<file path="src/rtl/mips_pipeline_pkg.sv">
// rtl/mips_pipeline_pkg.sv - shared pipeline register-file constants and types
package mips_pipeline_pkg;

    localparam int REG_ADDR_W = 5;
    localparam int NUM_REGS   = 32;

    localparam logic [REG_ADDR_W-1:0] REG_ZERO = 5'd0;
    localparam logic [REG_ADDR_W-1:0] REG_LINK = 5'd31;

    typedef enum logic [1:0] {
        RT   = 2'b00,
        RD   = 2'b01,
        LINK = 2'b10
    } regdst_t;

endpackage

</file>
<file path="src/rtl/sb_counter.sv">
// rtl/sb_counter.sv - per-register in-flight write counter with underflow clamp
module sb_counter #(
    parameter int CNT_W = 2
) (
    input  logic clk,
    input  logic reset,
    input  logic inc,
    input  logic dec_a,
    input  logic dec_b,
    output logic nonzero,
    output logic at_max,
    output logic underflow
);

    localparam logic [CNT_W-1:0] CNT_MAX = '1;

    logic [CNT_W-1:0] count_q;
    logic [CNT_W-1:0] count_d;
    logic [CNT_W+1:0] sum;

    // Net +1/-1/-1 applied in one step; two spare bits hold the sign and a carry.
    always_comb begin
        sum = {2'b00, count_q}
            + {{(CNT_W+1){1'b0}}, inc}
            - {{(CNT_W+1){1'b0}}, dec_a}
            - {{(CNT_W+1){1'b0}}, dec_b};
        underflow = sum[CNT_W+1];
        if (underflow)
            count_d = '0;
        else if (sum[CNT_W])
            count_d = CNT_MAX;
        else
            count_d = sum[CNT_W-1:0];
    end

    // Counter register; reset discards any in-flight state.
    always_ff @(posedge clk) begin
        if (reset)
            count_q <= '0;
        else
            count_q <= count_d;
    end

    assign nonzero = (count_q != '0);
    assign at_max  = (count_q == CNT_MAX);

endmodule

</file>
<file path="src/rtl/reg_scoreboard.sv">
// rtl/reg_scoreboard.sv - GPR write scoreboard holding ID on pending sources or saturated destinations
module reg_scoreboard
    import mips_pipeline_pkg::*;
#(
    parameter int CNT_W   = 2,
    parameter int STALL_W = 32
) (
    input  logic                  clk,
    input  logic                  reset,
    input  logic                  id_valid,
    input  logic [REG_ADDR_W-1:0] id_rs,
    input  logic [REG_ADDR_W-1:0] id_rt,
    input  logic                  id_uses_rs,
    input  logic                  id_uses_rt,
    input  logic                  id_writes,
    input  logic [REG_ADDR_W-1:0] id_dst,
    input  logic                  wb_valid,
    input  logic [REG_ADDR_W-1:0] wb_dst,
    input  logic                  kill_valid,
    input  logic [REG_ADDR_W-1:0] kill_dst,
    output logic                  stall,
    output logic                  issue,
    output logic [NUM_REGS-1:0]   busy_mask,
    output logic [STALL_W-1:0]    stall_count,
    output logic                  underflow
);

    logic [NUM_REGS-1:0] nonzero_v;
    logic [NUM_REGS-1:0] at_max_v;
    logic [NUM_REGS-1:0] uf_v;
    logic                hazard_rs;
    logic                hazard_rt;
    logic                sat;

    // r0 is hardwired zero, so it never has a counter.
    assign nonzero_v[0] = 1'b0;
    assign at_max_v[0]  = 1'b0;
    assign uf_v[0]      = 1'b0;

    for (genvar r = 1; r < NUM_REGS; r++) begin : g_cnt
        sb_counter #(.CNT_W(CNT_W)) u_cnt (
            .clk       (clk),
            .reset     (reset),
            .inc       (issue & id_writes & (id_dst == REG_ADDR_W'(r))),
            .dec_a     (wb_valid & (wb_dst == REG_ADDR_W'(r))),
            .dec_b     (kill_valid & (kill_dst == REG_ADDR_W'(r))),
            .nonzero   (nonzero_v[r]),
            .at_max    (at_max_v[r]),
            .underflow (uf_v[r])
        );
    end

    // Hazard detect against registered counts only: a retire this cycle clears next cycle.
    always_comb begin
        hazard_rs = id_uses_rs & (id_rs  != REG_ZERO) & nonzero_v[id_rs];
        hazard_rt = id_uses_rt & (id_rt  != REG_ZERO) & nonzero_v[id_rt];
        sat       = id_writes  & (id_dst != REG_ZERO) & at_max_v[id_dst];
        stall     = id_valid & (hazard_rs | hazard_rt | sat);
        issue     = id_valid & ~stall;
    end

    assign busy_mask = nonzero_v;

    // Free-running count of stalled cycles, wrapping.
    always_ff @(posedge clk) begin
        if (reset)
            stall_count <= '0;
        else if (stall)
            stall_count <= stall_count + 1'b1;
    end

    // Sticky error: any counter clamped at zero since reset.
    always_ff @(posedge clk) begin
        if (reset)
            underflow <= 1'b0;
        else if (|uf_v)
            underflow <= 1'b1;
    end

endmodule

</file>
<file path="config.mk">
export PLATFORM = sky130hd
export DESIGN_NAME = reg_scoreboard
export DESIGN_NICKNAME = d
export VERILOG_FILES = /design/src/rtl/mips_pipeline_pkg.sv /design/src/rtl/sb_counter.sv /design/src/rtl/reg_scoreboard.sv
export SDC_FILE = /design/constraint.sdc
export NUM_CORES = 1
export LEC_CHECK = 0
export BUFFER_PORTS_ARGS = -buffer_cell sky130_fd_sc_hd__buf_2
export CORE_AREA = 2 2 157 121
export CTS_BUF_LIST = sky130_fd_sc_hd__clkbuf_8
export CTS_CLUSTER_DIAMETER = 120
export DETAILED_ROUTE_END_ITERATION = 16
export DIE_AREA = 0 0 159 123
export PLACE_DENSITY = 0.69
export SLEW_MARGIN = 20
export SYNTH_ARGS = -nofsm -noshare
export SYNTH_HDL_FRONTEND = slang
export SYNTH_SLANG_ARGS = --single-unit
export TNS_END_PERCENT = 20
</file>
<file path="constraint.sdc">
create_clock -name clk -period 11.2 [get_ports clk]
set_clock_uncertainty 0.1 [all_clocks]
set_input_delay 1.12 -clock clk [delete_from_list [all_inputs] [get_ports clk]]
set_output_delay 1.12 -clock clk [all_outputs]
set_load 0.01 [all_outputs]
</file>
==> out/metrics.yaml, run 1 <==
clocking:
  cts_made_buffers: 9
  cts.sinks: 95
  clk_pin_slew_ns: 0.11
  cts-hold-fix-buffers: 0
  htree_levels: 3
  cts_setup_buffers: 0
  clock_latency_ns: 0.41
  cts_tree: "yes"
  cts_repair_resize_count: 0
  root_buffer: "clkbuf_8"
  clockBufferDepth: 2
floorplanning:
  io_pins: 100
  initial_utilization: 0.490
  rows: 43
  dieArea_mm2: 0.0196
  die_h_um: 123
  die_w_um: 159
  core_mm2: 0.0181
global_routing:
  antenna_found_initial: 3
  grt_max_degree: 69
  grt_pass1_wl_um: 41000
  grt_pass1_vias: 7495
  overflow: 0
  track_usage: 0.272
sta:
  max_clock_freq_mhz: 171
  rsz0062_at_grt: "no"
  finalCriticalPeriod_ns: 5.83
  whs_ns: 0.462
  layout_setup_ws_ns: 5.37
  slew_viol_final: 0
  slew-limit-headroom: 0.394
  setup_viol: 0
  finalCritPeriodShare: 0.521
  final_hold_viol_count: 0
  tns_ns: 0
  worstMarginPinSlew_ns: 0.901
power_and_ir_drop:
  p_leak_nw: 4.15
  power_mw: 0.817
  ir_worst_vdd_mv: 0.0511
  p_per_area_mw_per_mm2: 86.5
worst_setup_path:
  criticalPathCategory: "in -> reg"
  critPathLaunchType: "input pin"
  path_max_fanout: 21
  worstPathArrival_ns: 5.99
  cp_data_required_time_ns: 11.36
  end_kind: "flip-flop"
  reg2reg_depth: 16
drt:
  wl_per_cell_um: 19.1
  drt-pass1-iter-count: 5
  vias_per_cell: 5.89
  route.detailed.drc: 0
  vias: 8052
  drt_wl_total_um: 26200
  postRouteAntennaNets: 0
  drt_iter0_drc: 690
placement:
  dp.cells: 1348
  dp_hpwl_um: 20500
  gp_congestion: 1.02
  io_buffers: 98
  placed_area_mm2: 0.00921
  pre_cts_ws_ns: 5.22
synth:
  async_flop_share: 0
  synthFlopType: "dfxtp_1"
  synth_top_area_frac: 0.215
  syn-cell-area_mm2: 0.00885
  yosysWarnings: 0
  synthTopCellsByArea: "dfxtp_1 21%, ha_1 13%, fa_1 7.0%, nor2_1 6.5%, inv_1 4.0%"
  synth_cell_types: 72
  synthCells: 1078
  yosys_register_bits: 95
  synth-seq-area-share: 0.215
  synth_edf_count: 0
  synth_nets: 1236
  synth_area_leader_cell: "dfxtp_1"
  synth.avg_cell_area_um2: 8.21
layout:
  final_util: 0.522
  fin_area_mm2: 0.00944
  drive_gt1_frac: 0.156
  syn_to_final_growth_pct: 6.64
  layout_commonest_cell: "nor2_1"
  nFillCells: 1768
  finalNetCount: 1270
  final_cell_mix: "153 x nor2_1, 97 x buf_2, 96 x inv_1"
  stdcell_count: 1367
min_path:
  holdPathStages: 2
  hold_class: "reg -> reg"
flow_run:
  cap_violations: 0
run_status:
  status: "completed"
## cells in the mapped netlist, types with 32 or more instances
| cell | number |
|---|---|
| nor2_1 | 153 |
| dfxtp_1 | 95 |
| inv_1 | 95 |
| ha_1 | 94 |
| nand2_1 | 62 |
| a21oi_1 | 52 |
| nand2b_1 | 43 |
| nor3_1 | 40 |
| a211oi_1 | 38 |
| a311oi_1 | 35 |
| buf_4 | 33 |
| nor2b_1 | 32 |
## critical path: stages
cell and delay [ns]:
buf_2 0.24, or2_2 0.47, a21o_1 0.21, a311oi_2 0.26
o41ai_2 0.17, a22oi_4 0.58, nand4b_2 0.52, nor3_1 0.34
ha_1 0.16, inv_1 0.04, fa_1 0.39, nand2_1 0.10
nor2_1 0.06, nor4_1 0.64, nand2_1 0.10, nor4_1 0.42
a41oi_1 0.16
## sequential cells by signal, summed over array words and instances (netlist names)
| signal | flops |
|---|---|
| underflow | 1 |
| stall_count | 32 |
| g_cnt.u_cnt.count_q | 62 |
## cell families (layout without fill, tap and decap cells)
family	count (synthesis)	in the layout	share of synthesized area
other cells	1	4	0.000424
simple gates	429	429	0.242
xor+xnor	21	21	0.0208
mux	38	38	0.0602
flops	95	95	0.215
fa+ha+maj	125	125	0.203
buf+inv	173	212	0.0919
compound gates	196	196	0.167
## report_power, final
part / internal, mW / switching [mW] / total (mW)
Combinational: 0.0685 / 0.119 / 0.188
Sequential: 0.350 / 0.0135 / 0.363
Clock: 0.126 / 0.140 / 0.266
Total: 0.545 / 0.272 / 0.817
## area by class of cell
cell class / instances / area, um2 / share of cell area
Multi-Input combinational cell: 810 / 6140 / 0.650
Antenna cell: 3 / 7.51 / 0.000795
Tap cell: 247 / 309 / 0.0327
Inverter: 97 / 364 / 0.0386
Timing Repair Buffer: 99 / 500 / 0.0530
Sequential cell: 95 / 1900 / 0.201
Clock buffer: 9 / 124 / 0.0131
Clock inverter: 7 / 96.3 / 0.0102
## path summary, 6_finish.rpt
path / from / end / slack (ns)
max: id_dst[0] / underflow / 5.37
min: stall_count[31] / stall_count[31] / 0.46
min reg2reg: stall_count[31] / stall_count[31] / 0.46
max reg2reg: g_cnt[3].u_cnt.count_q[1] / underflow / 5.81
## metal layers
| layer | vias up | track usage | routed length [um] |
|---|---|---|---|
| li1 | 3854 | - | - |
| met1 | 3775 | 0.385 | 12000 |
| met2 | 364 | 0.391 | 10600 |
| met3 | 57 | 0.0835 | 2900 |
| met4 | 2 | 0.0932 | 713 |
| met5 | - | 0 | 7 |
No activity file was read; power rests on OpenSTA's default activity.
==> run 2: changes to the inputs <==
--- a/config.mk
+++ b/config.mk
@@ -11,7 +11,7 @@
 export CTS_CLUSTER_DIAMETER = 120
 export DETAILED_ROUTE_END_ITERATION = 16
 export DIE_AREA = 0 0 159 123
-export PLACE_DENSITY = 0.69
+export PLACE_DENSITY = 0.72
 export SLEW_MARGIN = 20
 export SYNTH_ARGS = -nofsm -noshare
 export SYNTH_HDL_FRONTEND = slang
==> constraint.sdc (replaced) <==
create_clock -name clk -period 5 [get_ports clk]
set_clock_uncertainty 0.1 [all_clocks]
set_input_delay 0.5 -clock clk [delete_from_list [all_inputs] [get_ports clk]]
set_output_delay 0.5 -clock clk [all_outputs]
set_load 0.01 [all_outputs]
==> run 2 against run 1 <==
  * Final cell count up 0.95%
  * Global-route usage down 0.099 points
  * Largest cell class unchanged
  * Highest routed layer unchanged
  * Sequential cell count unchanged
  * Cell area up 0.87%
  * Combinational power up 130%
==> out/metrics.yaml, run 2 (synthesis results as in run 1) <==
placement:
  io_buffers: 98  # unchanged
  pre_cts_ws_ns: 0.183  # -5.03 ns
  gp_congestion: 1.03  # +0.60%
  dp_hpwl_um: 21000  # +2.5%
floorplanning:
  die_w_um: 159  # unchanged
  dieArea_mm2: 0.0196  # unchanged
  core_mm2: 0.0181  # unchanged
  initial_utilization: 0.490  # unchanged
  die_h_um: 123  # unchanged
  io_pins: 100  # unchanged
  rows: 43  # unchanged
worst_setup_path:
  end_kind: "flip-flop"
  rr_endpoint: "underflow"
  cp_data_required_time_ns: 5.14  # -6.22 ns
  critPathLaunchType: "input pin"
  path_max_fanout: 19  # -9.5%
  reg2reg_depth: 17  # +1
  crit_end: "underflow"
  reg2reg_slack_ns: 0.49  # -5.32 ns
  cp-startpoint: "id_dst[1]"
  criticalPathCategory: "in -> reg"
  r2r_start: "g_cnt[26].u_cnt.count_q[1]"
  worstPathArrival_ns: 4.69  # -1.30 ns
drt:
  drt-pass1-iter-count: 5  # unchanged
  drt_wl_total_um: 26600  # +1.8%
  postRouteAntennaNets: 0  # unchanged
  route.detailed.drc: 0  # unchanged
  wl_per_cell_um: 19.3  # +0.80%
  drt_iter0_drc: 756  # +9.6%
  vias_per_cell: 5.95  # +0.98%
  vias: 8208  # +1.9%
run_status:
  status: "completed"
clocking:
  root_buffer: "clkbuf_8"
  cts_made_buffers: 9  # unchanged
  cts_repair_resize_count: 0  # unchanged
  clock_latency_ns: 0.39  # -0.02 ns
  clk_pin_slew_ns: 0.10  # about the same
  cts_setup_buffers: 0  # unchanged
  htree_levels: 3  # unchanged
  clockBufferDepth: 2  # unchanged
  cts-hold-fix-buffers: 0  # unchanged
  cts.sinks: 95  # unchanged
  cts_tree: "yes"
global_routing:
  track_usage: 0.271  # -0.000990
  overflow: 0  # unchanged
  grt_pass1_wl_um: 41000  # -0.15%
  antenna_found_initial: 1  # -2
  grt_max_degree: 69  # unchanged
  grt_pass1_vias: 7466  # -0.39%
layout:
  diodes: 0  # -3
  finalNetCount: 1286  # +1.3%
  syn_to_final_growth_pct: 7.57
  final_util: 0.527  # +0.00457
  final_cell_mix: "153 x nor2_1, 97 x inv_1, 97 x buf_2"
  reg_top3: "g_cnt.u_cnt.count_q x62, stall_count x32, underflow x1"
  largest_register_ffs: 62  # unchanged
  regMostFlops: "g_cnt.u_cnt.count_q"
  drive_gt1_frac: 0.167  # +0.0110
  layout_commonest_cell: "nor2_1"
sta:
  whs_ns: 0.451  # -0.0109 ns
  final_hold_viol_count: 0  # unchanged
  finalCritPeriodShare: 0.908
  slew-limit-headroom: 0.435  # +0.0409
  max_clock_freq_mhz: 220
  layout_setup_ws_ns: 0.458  # -4.91 ns
  slew_viol_final: 0  # unchanged
  tns_ns: 0  # unchanged
  setup_viol: 0  # unchanged
  rsz0062_at_grt: "no"
  worstMarginPinSlew_ns: 0.841  # -0.0609 ns
  finalCriticalPeriod_ns: 4.54
power_and_ir_drop:
  p_per_area_mw_per_mm2: 187  # +120%
  ir_worst_vdd_mv: 0.122  # +140%
  p_leak_nw: 4.22  # +1.8%
min_path:
  holdPathStages: 2  # unchanged
  hold_class: "reg -> reg"
flow_run:
  cap_violations: 0  # unchanged
## run 2: cell count changes in the layout (fill, tap and decap cells not counted), sizes merged
cell,delta
clkinv,+2
clkbuf,+1
diode,-3
buf,+16
bufinv,-1
clkinvlp,-2
## run 2: how the worst min path moves through the flow
stage | from | endpoint | slack, ns
after floorplan | stall_count[0] | stall_count[0] | 0.44
after global placement | stall_count[31] | stall_count[31] | 0.43
after detailed placement | stall_count[31] | stall_count[31] | 0.44
after CTS | stall_count[0] | stall_count[0] | 0.46
after global routing | stall_count[0] | stall_count[0] | 0.48
final | stall_count[0] | stall_count[0] | 0.45
## run 2: worst max-delay path: stages
cell and delay [ns]:
buf_2 0.39, nand4b_1 0.27, o22ai_1 0.13, or4_4 0.53, o31ai_4 0.38, a22oi_4 0.15
nand4_2 0.25, buf_4 0.21, nor3_1 0.05, ha_1 0.28, inv_1 0.04, fa_1 0.39
nand2_1 0.11, nor2_1 0.06, nor4_1 0.45, nand2_1 0.09, nor4_1 0.27, a41oi_1 0.13
## run 2: where the power goes
group	switching, mW	total [mW]	leakage, nW	internal (mW)
logic	0.274	0.439	3.34	0.165
registers	0.0304	0.814	0.770	0.784
clock network	0.285	0.524	0.108	0.239
total	0.590	1.78	4.22	1.19
## run 2: metrics by stage
stage,instance area (um2),power [mW],instances
after global routing,9520,1.85,1380
after global placement,9330,1.25,1364
after floorplan,8850,1.14,1078
after CTS,9520,1.77,1380
final,9520,1.78,1380
after detailed placement,9330,1.26,1364
## run 2: area by class of cell
class                   count  area [um2]
clock buffers              10         138
clock inverters             6        52.6
fillers                  1787        8550
inverters                  97         364
multi-input cells         810        6140
flip-flops and latches     95        1900
well taps                 247         309
repair buffers            115         621
## run 2: metal layers
layer  global-route usage  wire length (um)  vias up
met5                    0                13        -
met4               0.0699               501        2
met3               0.0758              2830       41
met2                0.395             11000      383
met1                0.393             12300     3917
li1                     -                 -     3865
